[config.mk]
export PLATFORM = sky130hd
export DESIGN_NAME = fetch_unit_flat
export DESIGN_NICKNAME = d
export VERILOG_FILES = /design/src/rtl/fetch_unit_pkg.sv /design/src/rtl/fetch_unit_if.sv /design/src/rtl/fetch_unit_queue.sv /design/src/rtl/fetch_unit.sv /design/src/flat_wrapper.sv
export SDC_FILE = /design/constraint.sdc
export NUM_CORES = 1
export LEC_CHECK = 0
export CORE_UTILIZATION = 57
export CTS_BUF_LIST = sky130_fd_sc_hd__clkbuf_8
export DETAILED_ROUTE_END_ITERATION = 8
export PLACE_DENSITY_LB_ADDON = 0.3
export SLEW_MARGIN = 20
export SYNTH_ARGS = -nofsm -noshare
export SYNTH_HDL_FRONTEND = slang
export SYNTH_SLANG_ARGS = --single-unit
[constraint.sdc]
create_clock -name clk -period 7.11 [get_ports clk]
set_input_delay 1.422 -clock clk [delete_from_list [all_inputs] [get_ports clk]]
set_output_delay 1.422 -clock clk [all_outputs]
set_load 0.05 [all_outputs]
[src/rtl/fetch_unit_pkg.sv]
// fetch_unit_pkg: shared types and helpers for the instruction fetch stage.
//   fetch_state_e : fetch controller states
//   fetch_entry_t : one buffered instruction {ir, pc}
//   FETCH_DEFAULT_RESET_PC : PC of the first fetch after reset
//   next_word()   : sequential PC increment (wraps at 32 bits)
package fetch_unit_pkg;

    typedef enum logic [1:0] {
        FETCH_RUN    = 2'b00,
        FETCH_HALTED = 2'b01,
        FETCH_FAULT  = 2'b10
    } fetch_state_e;

    typedef struct packed {
        logic [31:0] ir;
        logic [31:0] pc;
    } fetch_entry_t;

    localparam logic [31:0] FETCH_DEFAULT_RESET_PC = 32'h0000_0000;

    function automatic logic [31:0] next_word(input logic [31:0] pc);
        return pc + 32'd4;
    endfunction

endpackage

[src/rtl/fetch_unit_if.sv]
// fetch_unit_if: instruction-memory request/response channel and the
// instruction handshake towards decode.
//   master : fetch side (drives requests and ir_*)
//   slave  : memory/decoder side
interface fetch_unit_if;
    logic        imem_req_valid;
    logic        imem_req_ready;
    logic [31:0] imem_req_addr;
    logic        imem_rsp_valid;
    logic [31:0] imem_rsp_data;
    logic        ir_valid;
    logic        ir_ready;
    logic [31:0] ir;
    logic [31:0] ir_pc;

    modport master (
        output imem_req_valid, imem_req_addr, ir_valid, ir, ir_pc,
        input  imem_req_ready, imem_rsp_valid, imem_rsp_data, ir_ready
    );

    modport slave (
        input  imem_req_valid, imem_req_addr, ir_valid, ir, ir_pc,
        output imem_req_ready, imem_rsp_valid, imem_rsp_data, ir_ready
    );
endinterface

[src/rtl/fetch_unit_queue.sv]
// fetch_queue: in-order FIFO of {ir, pc} entries.
//   clk, rst     : clock, async active-high reset
//   flush_i      : empty the queue (wins over push/pop)
//   push_i       : write push_data_i at the tail
//   pop_i        : drop the head entry
//   head_o       : head entry, valid_o when non-empty
//   count_o      : number of stored entries
module fetch_queue
    import fetch_unit_pkg::*;
#(
    parameter int DEPTH = 2
) (
    input  logic                       clk,
    input  logic                       rst,
    input  logic                       flush_i,
    input  logic                       push_i,
    input  fetch_entry_t               push_data_i,
    input  logic                       pop_i,
    output fetch_entry_t               head_o,
    output logic                       valid_o,
    output logic [$clog2(DEPTH):0]     count_o
);
    localparam int AW = $clog2(DEPTH);
    localparam int CW = AW + 1;

    fetch_entry_t    mem_q [DEPTH];
    logic [AW-1:0]   wr_q, rd_q;
    logic [CW-1:0]   count_q;

    // Storage carries no reset; head_o is only meaningful while valid_o.
    always_ff @(posedge clk) begin
        if (push_i && !flush_i) begin
            mem_q[wr_q] <= push_data_i;
        end
    end

    always_ff @(posedge clk or posedge rst) begin
        if (rst) begin
            wr_q    <= '0;
            rd_q    <= '0;
            count_q <= '0;
        end else if (flush_i) begin
            wr_q    <= '0;
            rd_q    <= '0;
            count_q <= '0;
        end else begin
            if (push_i) wr_q <= wr_q + AW'(1);
            if (pop_i)  rd_q <= rd_q + AW'(1);
            count_q <= count_q + CW'(push_i) - CW'(pop_i);
        end
    end

    assign head_o  = mem_q[rd_q];
    assign valid_o = (count_q != '0);
    assign count_o = count_q;
endmodule

[src/rtl/fetch_unit.sv]
// fetch_unit: RV32I instruction fetch stage. Holds the PC, issues word reads
// to instruction memory, buffers responses in order and hands them to decode.
// Handles redirects from execute and halt from decode, discarding stale
// in-flight responses.
//   clk, rst           : clock, async active-high reset
//   bus (master)       : imem request/response channel and ir handshake
//   redirect_valid_i   : taken branch / jump resolved
//   redirect_pc_i      : new fetch target
//   halt_i             : decoded halt, sticky until reset
//   misalign_fault_o   : misaligned redirect target seen (sticky)
// Optional feature macro: FETCH_ALIGN_CHECK_EN (misaligned redirect -> FAULT).
//
// state        | meaning
// FETCH_RUN    | fetching, redirects and halt accepted
// FETCH_HALTED | halted by decode; no requests, late responses absorbed
// FETCH_FAULT  | as HALTED, misalign_fault_o high
module fetch_unit
    import fetch_unit_pkg::*;
#(
    parameter logic [31:0] RESET_PC = FETCH_DEFAULT_RESET_PC,
    parameter int          DEPTH    = 2
) (
    input  logic              clk,
    input  logic              rst,
    fetch_unit_if.master      bus,
    input  logic              redirect_valid_i,
    input  logic [31:0]       redirect_pc_i,
    input  logic              halt_i,
    output logic              misalign_fault_o
);
    localparam int CW = $clog2(DEPTH) + 1;

    fetch_state_e  state_q, state_d;
    logic [31:0]   pc_q, pc_d;
    logic [31:0]   rsp_pc_q, rsp_pc_d;
    logic [CW-1:0] out_q, out_d;
    logic [CW-1:0] drop_q, drop_d;

    logic          q_flush, q_push, q_pop, q_valid;
    fetch_entry_t  q_head;
    logic [CW-1:0] q_count;
    logic [CW:0]   occ;
    logic          req_valid, req_fire;
    logic          redir_bad;
    logic [31:0]   redir_target;

`ifdef FETCH_ALIGN_CHECK_EN
    assign redir_bad        = (redirect_pc_i[1:0] != 2'b00);
    assign redir_target     = redirect_pc_i;
    assign misalign_fault_o = (state_q == FETCH_FAULT);
`else
    assign redir_bad        = 1'b0;
    assign redir_target     = redirect_pc_i & ~32'h3;
    assign misalign_fault_o = 1'b0;
`endif

    fetch_queue #(.DEPTH(DEPTH)) u_queue (
        .clk         (clk),
        .rst         (rst),
        .flush_i     (q_flush),
        .push_i      (q_push),
        .push_data_i ('{ir: bus.imem_rsp_data, pc: rsp_pc_q}),
        .pop_i       (q_pop),
        .head_o      (q_head),
        .valid_o     (q_valid),
        .count_o     (q_count)
    );

    assign q_pop = q_valid && bus.ir_ready;

    // Every request must have a queue slot when its response lands. A pop this
    // cycle frees a slot before any new response can be pushed, so it is
    // credited here; that is what sustains one instruction per cycle.
    assign occ       = {1'b0, out_q} + {1'b0, q_count} - {{CW{1'b0}}, q_pop};
    assign req_valid = !rst && (state_q == FETCH_RUN) && !redirect_valid_i
                       && !halt_i && (occ < (CW+1)'(DEPTH));
    assign req_fire  = req_valid && bus.imem_req_ready;

    assign bus.imem_req_valid = req_valid;
    assign bus.imem_req_addr  = pc_q;
    assign bus.ir_valid       = q_valid;
    assign bus.ir             = q_valid ? q_head.ir : 32'h0;
    assign bus.ir_pc          = q_valid ? q_head.pc : 32'h0;

    always_ff @(posedge clk or posedge rst) begin
        if (rst) begin
            state_q  <= FETCH_RUN;
            pc_q     <= RESET_PC;
            rsp_pc_q <= RESET_PC;
            out_q    <= '0;
            drop_q   <= '0;
        end else begin
            state_q  <= state_d;
            pc_q     <= pc_d;
            rsp_pc_q <= rsp_pc_d;
            out_q    <= out_d;
            drop_q   <= drop_d;
        end
    end

    always_comb begin
        state_d  = state_q;
        pc_d     = pc_q;
        rsp_pc_d = rsp_pc_q;
        out_d    = out_q;
        drop_d   = drop_q;
        q_flush  = 1'b0;
        q_push   = 1'b0;

        if (bus.imem_rsp_valid) begin
            out_d = out_q - CW'(1);
            if (drop_q != '0) begin
                drop_d = drop_q - CW'(1);
            end else if (state_q == FETCH_RUN) begin
                q_push   = 1'b1;
                rsp_pc_d = next_word(rsp_pc_q);
            end
        end

        if (req_fire) begin
            out_d = out_d + CW'(1);
            pc_d  = next_word(pc_q);
        end

        if (state_q == FETCH_RUN) begin
            if (redirect_valid_i) begin
                q_flush = 1'b1;
                q_push  = 1'b0;
                if (redir_bad) begin
                    state_d = FETCH_FAULT;
                end else begin
                    // No request goes out this cycle, so out_d is exactly the
                    // set of still-pending stale responses.
                    drop_d   = out_d;
                    pc_d     = redir_target;
                    rsp_pc_d = redir_target;
                end
            end else if (halt_i) begin
                q_flush = 1'b1;
                q_push  = 1'b0;
                state_d = FETCH_HALTED;
            end
        end
    end
endmodule

[src/flat_wrapper.sv]
// flat-port wrapper written by rule: the top's interface ports become plain ports
module fetch_unit_flat import fetch_unit_pkg::*;
#(
    parameter logic [31:0] RESET_PC = FETCH_DEFAULT_RESET_PC,
    parameter int          DEPTH    = 2
)
  (clk, rst, redirect_valid_i, redirect_pc_i, halt_i, misalign_fault_o, bus_imem_req_valid, bus_imem_req_addr, bus_ir_valid, bus_ir, bus_ir_pc, bus_imem_req_ready, bus_imem_rsp_valid, bus_imem_rsp_data, bus_ir_ready);
  fetch_unit_if bus_i ();
  input  logic clk;
  input  logic rst;
  input  logic redirect_valid_i;
  input  logic [31:0] redirect_pc_i;
  input  logic halt_i;
  output logic misalign_fault_o;
  output wire logic [$bits(bus_i.imem_req_valid)-1:0] bus_imem_req_valid;
  output wire logic [$bits(bus_i.imem_req_addr)-1:0] bus_imem_req_addr;
  output wire logic [$bits(bus_i.ir_valid)-1:0] bus_ir_valid;
  output wire logic [$bits(bus_i.ir)-1:0] bus_ir;
  output wire logic [$bits(bus_i.ir_pc)-1:0] bus_ir_pc;
  input wire logic [$bits(bus_i.imem_req_ready)-1:0] bus_imem_req_ready;
  input wire logic [$bits(bus_i.imem_rsp_valid)-1:0] bus_imem_rsp_valid;
  input wire logic [$bits(bus_i.imem_rsp_data)-1:0] bus_imem_rsp_data;
  input wire logic [$bits(bus_i.ir_ready)-1:0] bus_ir_ready;
  assign bus_imem_req_valid = bus_i.imem_req_valid;
  assign bus_imem_req_addr = bus_i.imem_req_addr;
  assign bus_ir_valid = bus_i.ir_valid;
  assign bus_ir = bus_i.ir;
  assign bus_ir_pc = bus_i.ir_pc;
  assign bus_i.imem_req_ready = bus_imem_req_ready;
  assign bus_i.imem_rsp_valid = bus_imem_rsp_valid;
  assign bus_i.imem_rsp_data = bus_imem_rsp_data;
  assign bus_i.ir_ready = bus_ir_ready;
  fetch_unit #(.RESET_PC(RESET_PC), .DEPTH(DEPTH)) u_core (.clk(clk), .rst(rst), .bus(bus_i), .redirect_valid_i(redirect_valid_i), .redirect_pc_i(redirect_pc_i), .halt_i(halt_i), .misalign_fault_o(misalign_fault_o));
endmodule
==> results.md, run 1 <==
* Status: completed
* Arrival time at the worst endpoint at 4.27 ns
* Fin. max-slew vios at 0
* Hold Crit Start: u_core.rsp_pc_q[31]$_DFF_PP0_
* Power Density at 349 mW/mm²
* IO Pins at 170
* Least-Margin Pin Slew at 0.888 ns
* Post-layout min period at 5.69 ns
* Detail Placement HPWL at 13600 µm
* M1 wire length at around 8900 µm
* VDD IR max at between 150 and 200 µV
* Layout cells sized above 1 at roughly 5.7%
* Hold crit path type: reg -> reg
* CTS Buffer Depth at 2
* R2r setup slk at 3.00 ns
* Syn Area/Cell at approximately 12 µm²
* Post-CTS Resized at 0
* Cells on worst reg2reg path at 12
* Synth unique cells at 51
* Clock Skew at 0.0171 ns
* Row count at 45
* RSZ-0062 raised after global routing: no
* Vias per std cell at 5.92
* Asr flop ratio synth at 35.8%
* Full die area at ~0.016 mm²
* Tot GR Track Use at 25.8%
* # diodes at 0
* Largest area contributor in the netlist: edfxtp_1
* Core Util, Final at around three quarters
* Most used DFF post-synth: edfxtp_1
* Placed cells at 1118
* Post-Synth Adder-Cell Area at roughly 1.1%
* Detail Route met3 WL at 1650 µm
* Fmax at 176 MHz
* LEAKAGE at 0.00409 µW
* Synth Area in XOR/XNOR at approximately 1.7%
* Req. time, crit path at 5.69 ns
* Period utilization at 80.1%
* Worst setup path class: in -> out
* Initial Utilization at 58.8%
* Area contributors post-synth: edfxtp_1, dfrtp_1, mux2i_1, nor2_1, a211oi_1
* Die W at 128 µm
* Setup crit end kind: output port
* Most frequent cell after synthesis: edfxtp_1
* Setup Fix Bufs, Post-CTS at 0
* Clock root cell: clkbuf_8
* Largest net degree at the start of global routing at 70
* Ys Warns at 0
* Hold Path Stages at 0
* CP Max Fanout at 9
* Area share of the largest cell type after synthesis at between 40% and 50%
* Number of synthesized flops with an enable pin at 124
* Max-cap violations at 0
* DRC errors left at 0
* Antenna Nets Post-Route at 0
* #FFs+latches synth at between 150 and 200
* CTS tree: built
* Placeable Area at 0.0153 mm²
* Drt wl/cell at 17.6 µm
* Port Buf Inserts at approximately 160
* Post-Syn Area at 0.00901 mm²
* Main combinational cell family by area after synthesis: simple AND/OR/NAND/NOR gates
* Rel. slew slack at roughly two fifths
* Number of H-tree levels at 4
* Post-Syn Instances at 780
* Routed WL at 20200 µm
* Setup WS post-layout at 1.42 ns
* CTS clk-pin slew, worst paths at 0.09 ns
* DR vias at 6809
* Worst reg2reg path startpoint: u_core.u_queue.count_o[0]$_DFF_PP0_
* Post-Place Setup Slack at 1.44 ns
* Nets at 1005
* GR Overflow Total at 0
* Hold path endpoint: u_core.u_queue.mem_q[1][31]$_DFFE_PP_
* Final std cells w/o fill at 1151
* Vias in the first global route at 6497
* Clock latency on the worst-skew pair at 0.47 ns
* DR top layer: met4
* Die height at 128 µm
* Post-synthesis mux area share at 7.00%
* Complex-gate fraction of the synthesized area at between 8 and 9%
* Post-CTS Hold Fix Bufs at 0
* CP Launch Type: primary input
* Register area share after synthesis at 60.5%
* Post-synth top cells: edfxtp_1, nor2_1, dfrtp_1
* First-pass GRT wire length at 32700 µm
* GPL Wtd Cong at 0.889
* Initial antenna violation count at 0
* Clock sinks at 193
* Routed wl met2 at 9380 µm
* Worst r2r dst: u_core.bus.imem_req_addr[13]$_DFF_PP0_
* Tot Pwr at 3920 µW
* Post-synthesis simple-gate area fraction at 18.1%
* Layout area overhead at 24.6%
* Final setup fails at 0
* Post-route setup TNS at 0 ns
* DR pass1 iterations at 5
* Drt first-iter violations at 636
* CTS buffer count at 17
* Final Hold Vio Count at 0
==> cell type report <==
cell class / instances / area (µm²)
sequential: 193 / 5450
fill: 1080 / 4090
multi-input combinational: 529 / 3340
timing repair buffer: 172 / 1720
tap: 211 / 264
clock buffer: 17 / 234
clock inverter: 15 / 170
inverter: 14 / 52.6
==> cell families after synthesis <==
group | after synthesis
simple gates | 325
flops | 193
mux | 63
other cells | 1
xor+xnor | 18
fa+ha+maj | 7
compound gates | 111
buf+inv | 62
==> worst max-delay path by stage <==
stage	from	end	slack [ns]	depth (start not counted)
after floorplan	bus_imem_rsp_valid	u_core.u_queue.mem_q[0][10]$_DFFE_PP_	1.89	3
after global placement	bus_ir_ready	bus_imem_req_valid	1.43	9
after detailed placement	bus_ir_ready	bus_imem_req_valid	1.44	9
after CTS	bus_ir_ready	bus_imem_req_valid	1.43	9
after global routing	bus_ir_ready	bus_imem_req_valid	1.35	9
final	bus_ir_ready	bus_imem_req_valid	1.42	9
==> layer usage <==
metal / global-route usage [%] / vias to the layer above
met2: 40.0 / 304
met3: 6.22 / 24
met5: 0 / -
met1: 36.2 / 3257
li1: - / 3224
met4: 8.17 / 0
==> state kept, by name, summed over array words and instances, names as in the netlist <==
| register | cells |
|---|---|
| u_core.u_queue.wr_q | 1 |
| u_core.drop_q | 2 |
| u_core.u_queue.rd_q | 1 |
| u_core.bus.imem_req_addr | 30 |
| u_core.state_q | 1 |
| u_core.out_q | 2 |
| u_core.rsp_pc_q | 30 |
| u_core.u_queue.count_o | 2 |
| u_core.u_queue.mem_q | 124 |
==> cell usage in the layout (no fill, tap or decap), types with 15 or more instances in the layout <==
cell	instances
nand2_1	45
or4_1	15
clkdlybuf4s50_1	162
clkbuf_8	17
nor4_1	20
edfxtp_1	124
a31oi_1	18
nand3_1	19
nor2_1	121
nand4_1	24
a211oi_1	30
nor3_1	22
dfrtp_1	68
mux2i_1	63
==> where the power goes <==
group	total, µW	internal, µW	switching (µW)
Clock	724	345	380
Combinational	1750	613	1130
Sequential	1440	1290	158
Total	3920	2240	1670
==> metrics by stage <==
step / cell area (µm²) / hold WS (ns)
after global routing: 11200 / 0.573
after CTS: 11200 / 0.538
final: 11200 / 0.532
after global placement: 10800 / 0.501
after detailed placement: 10800 / 0.509
after floorplan: 9030 / 0.464
==> critical path: stages <==
cell             delay [ns]
clkdlybuf4s50_1        0.44
and2_1                 0.19
ha_1                   0.25
nand2b_1               0.15
fa_1                   0.48
nor3b_1                0.18
buf_4                  0.20
and3_1                 0.16
clkdlybuf4s50_1        0.79
Note: power is estimated with default switching activity, not from simulation.
==> run 2: changes to the inputs <==
- CORE_UTILIZATION: 57 -> 54
- clock period: 7.11 -> 5.8 ns (I/O delays scaled with it)
==> results.md, run 2 (synthesis gave the netlist of run 1 again) <==
* Req. time, crit path at 4.64 ns
* RSZ-0062 raised after global routing: no
* Post-layout min period at 4.56 ns
* Row count at 46
* Fin. max-slew vios at 0
* Nets at 1007
* Post-route setup TNS at 0 ns
* Number of H-tree levels at 4
* Initial antenna violation count at 0
* First-pass GRT wire length at 32800 µm
* GR Overflow Total at 0
* CTS tree: built
* Antenna Nets Post-Route at 0
* Tot GR Track Use at 23.9%
* Clock sinks at 193
* Clock Skew at 0.0140 ns
* Die W at 131 µm
* Setup crit end kind: output port
* Routed WL at 20100 µm
* CTS Buffer Depth at 2
* Placed cell area at 0.0108 mm²
* Commonest non-fill, non-tap cell in the layout: clkdlybuf4s50_1
* Clock latency on the worst-skew pair at approximately 0.47 ns
* Drt first-iter violations at 614
* CP Launch Type: primary input
* Max-cap violations at 0
* Largest net degree at the start of global routing at 70
* CTS buffer count at 17
* Max FFs per register at 124
* Top reg by flops: u_core.u_queue.mem_q
* Hold WS at 0.530 ns
* Initial Utilization at 55.9%
* Port Buf Inserts at about 160
* LEAKAGE at 0.00409 µW
* Layout area overhead at 24.4%
* Full die area at around 0.017 mm²
* Rel. slew slack at roughly a third
* DRC errors left at 0
* GPL Wtd Cong at 0.852
* Detail Placement HPWL at 13800 µm
* DR pass1 iterations at 5
* Arrival time at the worst endpoint at around 3.4 ns
* Status: completed
* Least-Margin Pin Slew at about 1.0 ns
* Die height at 131 µm
* Final setup fails at 0
* CTS clk-pin slew, worst paths at 0.10 ns
* Worst setup path class: in -> out
* Drt wl/cell at approximately 17 µm
* Design area at 0.0112 mm²
* # diodes at 0
* Post-CTS Resized at 0
* Fmax at 219 MHz
* Final Hold Vio Count at 0
* Vias in the first global route at 6350
* Setup Fix Bufs, Post-CTS at 0
* VDD IR max at 346 µV
* Vias per std cell at 5.89
* CP Max Fanout at 9
* Power Density at 423 mW/mm²
* Most frequent cells in the layout: clkdlybuf4s50_1, edfxtp_1, nor2_1
* Post-CTS Hold Fix Bufs at 0
* Hold crit path type: reg -> reg
* Layout cells sized above 1 at 6.16%
* Placeable Area at between 0.015 and 0.02 mm²
* Period utilization at 78.7%
* Clock root cell: clkbuf_8
* IO Pins at between 150 and 200
* DR vias at 6824
==> run 2: changes by cell type in the layout (fill, tap and decap cells not counted), moves of 2 or more <==
cell	change
inv_6	+5
buf_4	+3
bufinv_16	-2
clkinv_2	-2
clkinvlp_4	-2
inv_8	+2
==> run 2: report_power, final <==
part	internal [µW]	total, µW	switching (µW)	leakage, µW
sequential	1570	1810	237	0.00195
combinational	754	2090	1340	0.00195
clock	352	842	490	0.000193
==> run 2: metrics by stage <==
stage          instances  power (µW)  setup WS, ns  util [%]
2_1_floorplan        784        3220         0.843         -
3_3_place_gp        1126        3900          1.25      67.2
3_5_place_dp        1126        3940          1.24      67.2
4_1_cts             1158        4770          1.23      69.6
5_1_grt             1158        4950          1.13      69.6
6_report            1158        4750          1.24      69.6
==> run 2: worst max-delay path, cell delays in order <==
cell	delay [ns]
clkdlybuf4s50_1	0.44
and2_1	0.19
ha_1	0.25
nand2b_1	0.15
fa_1	0.47
nor3b_1	0.19
buf_4	0.19
and3_1	0.16
buf_4	0.19
==> run 2: final timing paths <==
kind,from,endpoint,slack [ns],cells past startpoint
max in group asynchronous,rst,u_core.u_queue.rd_q$_DFFE_PP0P_,3.86,3
setup / recovery,bus_ir_ready,bus_imem_req_valid,1.24,9
setup reg to reg,u_core.u_queue.count_o[0]$_DFF_PP0_,u_core.bus.imem_req_addr[15]$_DFF_PP0_,2.30,11
hold reg to reg,u_core.rsp_pc_q[31]$_DFF_PP0_,u_core.u_queue.mem_q[0][31]$_DFFE_PP_,0.53,0
hold / removal,u_core.rsp_pc_q[31]$_DFF_PP0_,u_core.u_queue.mem_q[0][31]$_DFFE_PP_,0.53,0
min in group asynchronous,rst,u_core.u_queue.count_o[0]$_DFF_PP0_,1.29,3
==> run 2: layout make-up <==
cell class	instances	area, µm²
Inverter	14	52.6
Clock buffer	17	234
Timing Repair Buffer	174	1720
Sequential cell	193	5450
Tap cell	216	270
Clock inverter	15	148
Multi-Input combinational cell	529	3340
Fill cell	1197	4900
==> run 2: metal layers <==
layer	global-route usage, %	up-vias	wire length, µm	part of all wire [%]
met5	0	-	0	0
met4	7.78	0	339	1.7
met3	5.02	28	1640	8.2
met2	37.8	313	9430	47
met1	33.1	3275	8680	43
li1	-	3208	-	-
==> run 3: changes to the inputs <==
- clock period: 5.8 -> 4.74 ns (I/O delays scaled with it)
==> results.md, run 3 (synthesis gave the netlist of run 1 again) <==
* Worst setup path class: in -> out
* VDD IR max at 373 µV
* Row count at 46
* Clock sinks at 193
* Worst reg2reg path startpoint: u_core.u_queue.count_o[0]$_DFF_PP0_
* Clock latency on the worst-skew pair at 0.46 ns
* Max FFs per register at around 120
* P_sw at roughly 2500 µW
* Initial Utilization at 55.9%
* Post-layout min period at 4.06 ns
* Commonest non-fill, non-tap cell in the layout: clkdlybuf4s50_1
* Max-cap violations at 0
* CP Max Fanout at 3
* Least-Margin Pin Slew at around 0.84 ns
* Largest stage delay on the critical path at 0.47 ns
* CP Launch Type: primary input
* Req. time, crit path at ~3.8 ns
* Antenna Nets Post-Route at 0
* Seq pwr share at 37.6%
* Detail Placement HPWL at approximately 13000 µm
* DRC errors left at 0
* Rel. slew slack at a little over two fifths
* CTS buffer count at 17
* DR pass1 iterations at 5
* Vias per std cell at 5.86
* Most frequent cells in the layout: clkdlybuf4s50_1, edfxtp_1, nor2_1
* Setup crit end kind: output port
* Routed WL at 19700 µm
* CTS Buffer Depth at 2
* Layout cells sized above 1 at 6.16%
* Placeable Area at 0.0161 mm²
* Clk pwr share at 17.7%
* Drt first-iter violations at 577
* Post-CTS Hold Fix Bufs at 0
* Nets at 1006
* Switching Share at 43.4%
* DR vias at 6785
* Vias in the first global route at 6024
* Critical path's top delay family: simple AND/OR/NAND/NOR gates
* RSZ-0062 raised after global routing: no
* First-pass GRT wire length at between 30000 and 40000 µm
* Cells on worst reg2reg path at 11
* Initial antenna violation count at 0
* Fmax at 246 MHz
* Drt wl/cell at 17.0 µm
* Largest net degree at the start of global routing at 92
* Fin. max-slew vios at 0
* LEAKAGE at 0.00410 µW
* Pint at 3290 µW
* Fill cells at 1183
* GPL Wtd Cong at between 0.8 and 0.9
* Number of H-tree levels at 4
* Hold Crit Start: u_core.rsp_pc_q[21]$_DFF_PP0_
* Setup Fix Bufs, Post-CTS at 0
* Post-route setup TNS at 0 ns
* Stages on worst setup path at 8
* Final Hold Vio Count at 0
* Die height at 131 µm
* Layout area overhead at 24.8%
* Hold path endpoint: u_core.u_queue.mem_q[1][21]$_DFFE_PP_
* Period utilization at 85.7%
* Worst r2r dst: u_core.bus.imem_req_addr[15]$_DFF_PP0_
* Hold crit path type: reg -> reg
* CTS clk-pin slew, worst paths at 0.09 ns
* Full die area at 0.0172 mm²
* Die W at 131 µm
* Status: completed
* Crit-path cells: clkdlybuf4s50_1 > and2_1 > ha_1 > nand2b_1 > fa_1 > nor3b_1 > and3_1 > buf_12
* R2r setup slk at 1.19 ns
* CTS tree: built
* Post-CTS Resized at 0
* Clock root cell: clkbuf_8
* Power Density at around 520 mW/mm²
* # diodes at 0
* Crit-path slowest cell: fa_1
* IO Pins at 170
* Hold WS at about 0.55 ns
* Combinational share of power at about 45%
* Port Buf Inserts at 162
* Arrival time at the worst endpoint at 3.12 ns
* Tot GR Track Use at 23.3%
* Hold Path Stages at 0
* Final setup fails at 0
* Top reg by flops: u_core.u_queue.mem_q
* Worst path bufs/invs at 2
* Clock Skew at approximately 0.013 ns
* GR Overflow Total at 0
## run 3: worst register-to-register path, delay by kind of cell, from the launching register on
kind                       cells  cell delay (ns)
AOI/OAI and AO/OA              1             0.18
and+or+nand+nor                6             1.87
adders and majority gates      2             0.74
buffers and inverters          2             0.25
DFF                            1             0.43
## run 3: routing by layer
layer	global-route usage [%]	routed length, µm	part of all wire (%)
met3	4.75	1420	7.2
met5	0	0	0
met4	7.06	206	1.0
met2	35.1	9190	47
met1	34.1	8890	45
## run 3: metrics by stage
stage	setup WS, ns	utilization (%)	cells	instance area (µm²)	total power (µW)
floorplan	0.531	-	784	9030	3940
global placement	0.513	67.4	1125	10900	4780
detailed placement	0.402	67.4	1125	10900	4810
CTS	0.662	69.8	1157	11200	5840
global route	0.559	69.8	1157	11200	6060
finish	0.676	69.8	1157	11200	5800
## run 3: layout make-up
type	count	area (µm²)	area share (%)
sequential	193	5450	48.5
multi-input combinational	529	3340	29.7
timing repair buffer	173	1750	15.6
tap	216	270	2.40
clock buffer	17	234	2.08
clock inverter	15	149	1.32
inverter	14	52.6	0.467
## run 3: how the worst max path moves through the flow
stage	startpoint	endpoint	slack [ns]
after floorplan	u_core.u_queue.count_o[0]$_DFF_PP0_	bus_imem_req_valid	0.53
after global placement	bus_ir_ready	u_core.bus.imem_req_addr[15]$_DFF_PP0_	0.51
after detailed placement	bus_ir_ready	u_core.bus.imem_req_addr[15]$_DFF_PP0_	0.40
after CTS	bus_ir_ready	bus_imem_req_valid	0.66
after global routing	bus_ir_ready	bus_imem_req_valid	0.56
final	bus_ir_ready	bus_imem_req_valid	0.68
## run 3: power by group through the flow
stage	Clock, µW	Combinational [µW]	Sequential [µW]
2_1_floorplan	0	1740	2210
5_1_grt	1110	2730	2210
3_5_place_dp	0	2600	2210
6_report	1030	2590	2180
3_3_place_gp	0	2580	2210
4_1_cts	1050	2610	2180
